==> src/rtl/prox_fpga_core.sv <==
// prox_fpga_core: RF front-end controller running on the 13.56 MHz carrier.
//   A host writes 16-bit config words over a write-only SPI port; the word
//   selects a major mode (conf[7:5]) and an LF divisor. The core then drives
//   the antenna controls, clocks and samples the ADC, and streams the samples
//   back over a framed SSP link.
// Ports:
//   ck_1356meg, nreset          clock, synchronous active-low reset
//   spcki, mosi, ncs, miso      host SPI (async inputs, registered readback)
//   adc_d, adc_clk, adc_noe     ADC sample bus, conversion clock, output enable
//   pwr_lo/hi, pwr_oe1..4       antenna driver controls
//   ssp_frame/din/clk, ssp_dout sample stream to host, modulation from host
//   cross_hi, cross_lo, dbg     comparator inputs and debug observation
//   pck0i, ck_1356megb          reserved, ignored
module prox_fpga_core #(
  parameter logic [7:0] DIV_RST  = 8'h5F,
  parameter logic [7:0] CONF_RST = 8'hE0
) (
  input  logic       ck_1356meg,
  input  logic       nreset,
  input  logic       spcki,
  input  logic       mosi,
  input  logic       ncs,
  output logic       miso,
  input  logic       pck0i,
  input  logic       ck_1356megb,
  input  logic [7:0] adc_d,
  output logic       adc_clk,
  output logic       adc_noe,
  output logic       pwr_lo,
  output logic       pwr_hi,
  output logic       pwr_oe1,
  output logic       pwr_oe2,
  output logic       pwr_oe3,
  output logic       pwr_oe4,
  output logic       ssp_frame,
  output logic       ssp_din,
  output logic       ssp_clk,
  input  logic       ssp_dout,
  input  logic       cross_hi,
  input  logic       cross_lo,
  output logic       dbg
);

  // Synchronisers; the third stage on spcki/ncs is the edge-detect history.
  logic [2:0] spcki_q, ncs_q;
  logic [1:0] mosi_q, xhi_q, xlo_q;

  logic [15:0] shreg_q, shreg_d;
  logic [7:0]  conf_q, conf_d, div_q, div_d;
  logic [2:0]  major, major_q;
  logic [7:0]  adc_cnt_q, adc_cnt_d, reload;
  logic        adc_clk_q, adc_clk_d;
  logic [7:0]  sample_q, sample_d;
  logic [5:0]  ssp_cnt_q, ssp_cnt_d;
  logic [7:0]  buf_q, buf_d;
  logic        frame_d, din_d, sclk_d;
  logic        spi_rise, ncs_rise;
  logic        unused_ok;

  assign unused_ok = &{1'b0, pck0i, ck_1356megb};

  assign major  = conf_q[7:5];
  assign reload = (major == 3'd0) ? div_q : 8'd1;

  always_comb begin
    spi_rise = spcki_q[1] & ~spcki_q[2] & ~ncs_q[1];
    ncs_rise = ncs_q[1] & ~ncs_q[2];

    shreg_d = shreg_q;
    if (spi_rise) shreg_d = {shreg_q[14:0], mosi_q[1]};

    conf_d = conf_q;
    div_d  = div_q;
    if (ncs_rise) begin
      case (shreg_q[15:12])
        4'h1:    conf_d = shreg_q[7:0];
        4'h2:    div_d  = shreg_q[7:0];
        default: ;
      endcase
    end

    // ADC clock: down-counter reloads on terminal count and toggles the clock.
    adc_cnt_d = adc_cnt_q;
    adc_clk_d = adc_clk_q;
    sample_d  = sample_q;
    if (major != major_q) begin
      adc_cnt_d = reload;
      adc_clk_d = 1'b0;
    end else if (major[2]) begin
      adc_cnt_d = 8'd0;
      adc_clk_d = 1'b0;
    end else if (adc_cnt_q == 8'd0) begin
      adc_cnt_d = reload;
      adc_clk_d = ~adc_clk_q;
      if (!adc_clk_q) sample_d = adc_d;
    end else begin
      adc_cnt_d = adc_cnt_q - 8'd1;
    end

    // SSP: counter bits [2:0] are the phase within a bit, [5:3] the bit index.
    ssp_cnt_d = 6'd0;
    frame_d   = 1'b0;
    sclk_d    = 1'b0;
    din_d     = 1'b0;
    buf_d     = 8'd0;
    if (!major[2]) begin
      ssp_cnt_d = ssp_cnt_q + 6'd1;
      frame_d   = (ssp_cnt_q[5:3] == 3'd0);
      sclk_d    = ssp_cnt_q[2];
      din_d     = ssp_din;
      buf_d     = buf_q;
      if (ssp_cnt_q[2:0] == 3'd0) begin
        if (ssp_cnt_q[5:3] == 3'd0) begin
          din_d = sample_q[7];
          buf_d = {sample_q[6:0], 1'b0};
        end else begin
          din_d = buf_q[7];
          buf_d = {buf_q[6:0], 1'b0};
        end
      end
    end
  end

  always_ff @(posedge ck_1356meg) begin
    if (!nreset) begin
      spcki_q   <= 3'b000;
      ncs_q     <= 3'b111;  // idle-high history avoids a false commit on exit
      mosi_q    <= 2'b00;
      xhi_q     <= 2'b00;
      xlo_q     <= 2'b00;
      shreg_q   <= 16'd0;
      conf_q    <= CONF_RST;
      div_q     <= DIV_RST;
      major_q   <= CONF_RST[7:5];
      adc_cnt_q <= 8'd0;
      adc_clk_q <= 1'b0;
      sample_q  <= 8'd0;
      ssp_cnt_q <= 6'd0;
      buf_q     <= 8'd0;
      miso      <= 1'b0;
      adc_clk   <= 1'b0;
      adc_noe   <= 1'b1;
      pwr_lo    <= 1'b0;
      pwr_hi    <= 1'b0;
      pwr_oe1   <= 1'b0;
      pwr_oe2   <= 1'b0;
      pwr_oe3   <= 1'b0;
      pwr_oe4   <= 1'b0;
      ssp_frame <= 1'b0;
      ssp_din   <= 1'b0;
      ssp_clk   <= 1'b0;
      dbg       <= 1'b0;
    end else begin
      spcki_q   <= {spcki_q[1:0], spcki};
      ncs_q     <= {ncs_q[1:0], ncs};
      mosi_q    <= {mosi_q[0], mosi};
      xhi_q     <= {xhi_q[0], cross_hi};
      xlo_q     <= {xlo_q[0], cross_lo};
      shreg_q   <= shreg_d;
      conf_q    <= conf_d;
      div_q     <= div_d;
      major_q   <= major;
      adc_cnt_q <= adc_cnt_d;
      adc_clk_q <= adc_clk_d;
      sample_q  <= sample_d;
      ssp_cnt_q <= ssp_cnt_d;
      buf_q     <= buf_d;
      miso      <= ~ncs_q[1] & shreg_q[15];
      adc_clk   <= adc_clk_d;
      adc_noe   <= major[2];
      // pwr_lo uses the next adc_clk value so both pins change together.
      pwr_lo    <= (major == 3'd0) & adc_clk_d;
      pwr_hi    <= (major == 3'd1);
      pwr_oe1   <= (major == 3'd1) & ssp_dout;
      pwr_oe2   <= (major == 3'd1) & ssp_dout;
      pwr_oe3   <= (major == 3'd1) & ssp_dout;
      pwr_oe4   <= (major == 3'd2) & ssp_dout;
      ssp_frame <= frame_d;
      ssp_din   <= din_d;
      ssp_clk   <= sclk_d;
      dbg       <= (major == 3'd0) ? xlo_q[1] : xhi_q[1];
    end
  end

endmodule

==> config.mk <==
export PLATFORM = sky130hd
export DESIGN_NAME = prox_fpga_core
export DESIGN_NICKNAME = d
export VERILOG_FILES = /design/src/rtl/prox_fpga_core.sv
export SDC_FILE = /design/constraint.sdc
export NUM_CORES = 1
export LEC_CHECK = 0
export BUFFER_PORTS_ARGS = -buffer_cell sky130_fd_sc_hd__buf_2
export CAP_MARGIN = 5
export CORE_MARGIN = 2
export CORE_UTILIZATION = 35
export CTS_CLUSTER_SIZE = 40
export DETAILED_ROUTE_END_ITERATION = 8
export GPL_TIMING_DRIVEN = 0
export MAX_ROUTING_LAYER = met4
export PLACE_DENSITY = 0.62
export SLEW_MARGIN = 20
export SYNTH_ARGS = -nofsm -noshare
export SYNTH_HDL_FRONTEND = slang
export SYNTH_SLANG_ARGS = --single-unit
==> constraint.sdc <==
create_clock -name ck_1356meg -period 2.1 [get_ports ck_1356meg]
set_input_delay 0 -clock ck_1356meg [delete_from_list [all_inputs] [get_ports ck_1356meg]]
set_output_delay 0 -clock ck_1356meg [all_outputs]
set_load 0.05 [all_outputs]
=== After elaboration in Yosys (flattened, before gate mapping) ===
Index checks and enable logic that the tools add are counted.

* Register bits: 88
* Input bits: 18
* Output and inout bits: 13
* Logic and storage cells: 63

* $add $sub $neg: 2
* Equal/unequal tests: 5
* Mux-type cells: 10
* Bitwise operators: 14
* Reductions and logical operators: 8

{| class="wikitable"
|+ Operators with widths
! cell !! number
|-
| 2-to-1 mux 8 bit || 5
|-
| zero test 3 bit || 3
|-
| zero test 8 bit || 1
|-
| subtractor 8 x 1 -> 8 bit (second input constant) || 1
|-
| AND 1 bit || 7
|-
| NOT 1 bit || 7
|-
| adder 6 x 1 -> 6 bit (second input constant) || 1
|-
| 2-to-1 mux 1 bit || 5
|-
| equality test 4 x 1 -> 1 bit (second input constant) || 1
|-
| equality test 4 x 2 -> 1 bit (second input constant) || 1
|-
| AND reduction 2 bit || 2
|-
| AND reduction 4 bit || 1
|-
| equality test 3 x 1 -> 1 bit (second input constant) || 1
|-
| equality test 3 x 2 -> 1 bit (second input constant) || 1
|-
| inequality test 3 bit || 1
|-
| OR reduction 2 bit || 1
|}

=== Logic depth before layout (Yosys ltp) ===
* Word-level depth: 5
* Mapped depth: 11
* Gate-level depth less buffers: 9

=== Worst setup path after synthesis ===
No wires, ideal clock.

* Kind: register to register
* Start: register adc_cnt_q[0]
* End: register sample_q[1]
* Library setup time: 0.132 ns
* Data arrival time: 1.921 ns
* Data required time: 1.968 ns
* Path slack: 0.047 ns
* Stages on the path, launching flop included: 12
* Path buffers: 2
* Clock period less this slack: 2.053 ns
* Cell sequence: dfxtp_1 > inv_1 > ha_1 > nor3b_1 > nand2_4 > clkinv_2 > ha_1 > buf_2 > nand4bb_1 > buf_2 > nand2_1 > a21oi_1

* Longest elaborated chain between the ends: 2

{| class="wikitable"
|+ Ends and longest elaborated chain
! item !! RTL line !! RTL
|-
| start: declaration || 51 || <nowiki>logic [7:0] adc_cnt_q, adc_cnt_d, reload;</nowiki>
|-
| start signal: assignment || 163 || <nowiki>adc_cnt_q <= adc_cnt_d;</nowiki>
|-
| zero test 8 bit || 92 || <nowiki>end else if (adc_cnt_q == 8'd0) begin</nowiki>
|-
| AND reduction 4 bit (no line) || -- ||
|-
| end signal: assignment || 165 || <nowiki>sample_q <= sample_d;</nowiki>
|-
| end: declaration || 53 || <nowiki>logic [7:0] sample_q, sample_d;</nowiki>
|}

Every way passes these cells.
A chain may end at the register's enable or synchronous reset.

=== Worst setup path after layout ===
* Start: register adc_cnt_q[0]
* End: register sample_q[6]

The elaborated chain is that of the path after synthesis.

==> reports/qor.yml <==
critical_path:
  start_kind: "flip-flop"
  cp_max_fo: 9
  rr_worst_depth: 11
  r2r-end: "sample_q[6]"
  criticalPathCategory: "flip-flop to flip-flop"
  worstSetupEndpointType: "flip-flop"
  rr_startpoint: "adc_cnt_q[0]"
  required_ps: 2320
  rrSetupSlack_ps: 150
  cp.arrival_ps: 2170
  timing.critical_path.to: "sample_q[6]"
  cp-startpoint: "adc_cnt_q[0]"
clock_tree:
  h-tree-depth: 3
  cts_buffer_depth: 2
  cts_made_buffers: 9
  clkSinkCount: 81
  cts_tree: "done"
  clkLatencyLatePin_ps: 360
  cts-root-buf: "clkbuf_8"
  clk_pin_slew_ps: 80
global_routing:
  grt_pass1_vias: 2448
  grt_max_degree: 15
  track_usage_pct: 14.50
  grt_pass1_wl_um: 11120
  antenna_found_initial: 0
  grt_remaining_overflow: 0
routing:
  routedWlPerCell_um: 12.61
  drc: 0
  wl_met1_um: 2897
  routed_wl_um: 6454
  highest_layer: "met4"
  antenna_left: 0
  detail_route.iter0.violations: 81
  vias: 2449
  dr_wl_met3_um: 262
  dr.pass1.iters: 4
  wl_met2_um: 3143
  vias_per_cell: 4.783
sta:
  finalSetupViolations: 0
  relSlewSlack_pct: 59.18
  tightest_slew_ps: 607.7
  min_period_ps: 1946
  max_freq_mhz: 513.8
  min_period_over_period_pct: 92.68
  finalMaxSlewViolations: 0
  worst_slack_ps: 153.7
  final_hold_viol_count: 0
  skew_ps: 7.483
placed_design:
  port_buffers: 28
  dp_slack_ps: -349.8
  place_hpwl_um: 4497
  routabilityCongestion: 0.7968
floorplanning:
  dieArea_mm2: 0.009873
  dieWidth_um: 99.37
  ioPinCount: 31
  coreArea_mm2: 0.008763
  num_rows: 34
  die_y_um: 99.37
  initial_core_util_pct: 36.32
pwr:
  vdd_ir_drop_max_mv: 0.3929
  power_leakage_nw: 1.558
  powerDensity_mw_per_mm2: 707.1
synth:
  synthesis.area_mm2: 0.003183
  synth_edf_count: 0
  mappedNetlistNets: 364
  synth_warnings: 0
  avgSynthCellArea_um2: 9.334
  synthCells: 341
  yosys.cell_types.count: 46
  synth_flop_cell: "dfxtp_1"
  async_flop_share_pct: 0
  synth_seq_area_share_pct: 50.94
  ys_ff_latch: 81
cells_and_area:
  synthToLayoutAreaGrowth_pct: 21.03
  insertedDiodeCount: 0
  drive_above_1_share_pct: 17.33
  fin_util_pct: 43.96
  nets: 422
outcome:
  status: "finished, final reports clean"
hold_path:
  hold_path_class: "input port to flip-flop"
job:
  drv_cap: 0
==> cells in the mapped netlist (all sizes together) (5+ instances only) <==
library cell	n	share of area [%]
a211oi	9	2.4
a21oi	36	5.7
and2	13	2.6
buf	7	1.5
clkbuf	12	1.4
dfxtp	81	51
ha	5	2.0
inv	9	1.1
mux2i	18	5.7
nand2	55	6.7
nand2b	6	1.2
nand3	13	2.0
nor2	18	2.1
nor3	6	1.5
o21ai	7	1.1
xnor2	5	1.4
xor2	5	1.4
==> cells in the final DEF, fill, tap and decap left out, drive strengths merged <==
| cell type | Yosys | layout |
|---|---|---|
| ha | 5 | 5 |
| nand4bb | 1 | 1 |
| and4 | 2 | 2 |
| nor3 | 6 | 6 |
| a211oi | 9 | 9 |
| mux2i | 18 | 18 |
| o21bai | 1 | 1 |
| nor2b | 2 | 2 |
| o221ai | 1 | 1 |
| and3 | 2 | 2 |
| dlygate4sd3 | 0 | 14 |
| nand3b | 2 | 2 |
| bufinv | 0 | 1 |
| clkinv | 2 | 7 |
| inv | 9 | 10 |
| nand4 | 3 | 3 |
| nand2 | 55 | 55 |
| a21oi | 36 | 36 |
| a31o | 1 | 1 |
| o21ai | 7 | 7 |
| o211ai | 4 | 4 |
| clkbuf | 12 | 21 |
| or3b | 1 | 1 |
| nand2b | 6 | 6 |
| o2111a | 1 | 1 |
| nor4 | 3 | 3 |
| nand3 | 13 | 13 |
| nor4b | 1 | 1 |
| buf | 7 | 40 |
| nor3b | 4 | 4 |
| and3b | 1 | 1 |
| a21boi | 1 | 1 |
| nor2 | 18 | 18 |
| xor2 | 5 | 5 |
| xnor2 | 5 | 5 |
| and2 | 13 | 13 |
| dfxtp | 81 | 81 |
| or3 | 3 | 3 |
==> routing by layer <==
layer / global-route usage [%] / up-vias
met2: 23.49 / 47
li1: - / 1278
met4: 6.322 / 0
met5: - / -
met3: 4.357 / 12
met1: 16.65 / 1112
==> power by group <==
part | leakage [nW] | switching [W] | total [W] | internal, W
logic | 0.800 | 0.0000332 | 0.0000698 | 0.0000366
clock network | 0.103 | 0.000558 | 0.00111 | 0.000548
registers | 0.656 | 0.00000334 | 0.00155 | 0.00154
==> final cells by class <==
class	count	area [µm²]
fill	871	4911
sequential	81	1623
timing repair buffer	47	317.8
buffer	19	98.84
clock inverter	7	71.32
clock buffer	9	123.9
tap	108	135.1
multi-input combinational	230	1439
inverter	11	43.79
==> worst min-delay path by stage <==
| stage | cells past startpoint | startpoint | slack (ps) | endpoint |
|---|---|---|---|---|
| floorplan | 1 | ncs | 100 | ncs_q[0] |
| detailed placement | 2 | ncs | 200 | ncs_q[0] |
| CTS | 3 | nreset | 8 | sample_q[0] |
| global route | 3 | nreset | 50 | sample_q[0] |
| finish | 3 | nreset | 20 | sample_q[0] |
| global placement | 2 | ncs | 190 | ncs_q[0] |
==> registers in the layout, summed over array words and instances (netlist names), 2 cells and up <==
register,cells
shreg_q,16
adc_cnt_q,8
div_q,8
sample_q,8
buf_q,7
ssp_cnt_q,6
conf_q,3
ncs_q,3
spcki_q,3
major_q,2
mosi_q,2
xhi_q,2
xlo_q,2
==> critical path: stages (launching register included) <==
cell       delay [ps]
dfxtp_2           340
inv_1             100
ha_2              210
nor3b_4           250
nand2_4           100
inv_4             100
ha_1              140
buf_4             160
nand4bb_1         110
buf_4             180
nand2_1            70
a21oi_1            60
==> stage by stage <==
stage	setup TNS (ps)	cell area, µm²	power (W)	std cells	hold WS [ps]
after floorplan	0	3183	0.001610	341	101.5
after global placement	-2294	3458	0.001635	477	186.5
after detailed placement	-2897	3458	0.001636	477	198.3
after CTS	0	3822	0.002765	509	7.510
after global routing	-15.38	3852	0.002829	512	48.26
final	0	3852	0.002724	512	16.75
==> logic make-up (layout without fill, tap and decap cells) <==
logic type / Yosys count / in the layout / synth area share (%)
buf+inv: 30 / 93 / 4.284
simple gates: 136 / 136 / 22.88
mux: 18 / 18 / 5.660
compound gates: 61 / 61 / 11.52
fa+ha+maj: 5 / 5 / 1.965
xor+xnor: 10 / 10 / 2.751
flops: 81 / 81 / 50.94
==> repair_timing <==
action / CTS / global route
setup endpoints to repair: 9 / 8
resized for setup: 3 / 5
setup buffers: 2 / 3
hold buffers: 14 / 0
hold endpoints to repair: 15 / 0
pin swaps: 1 / 0
Power figures use the tool's default switching activity.
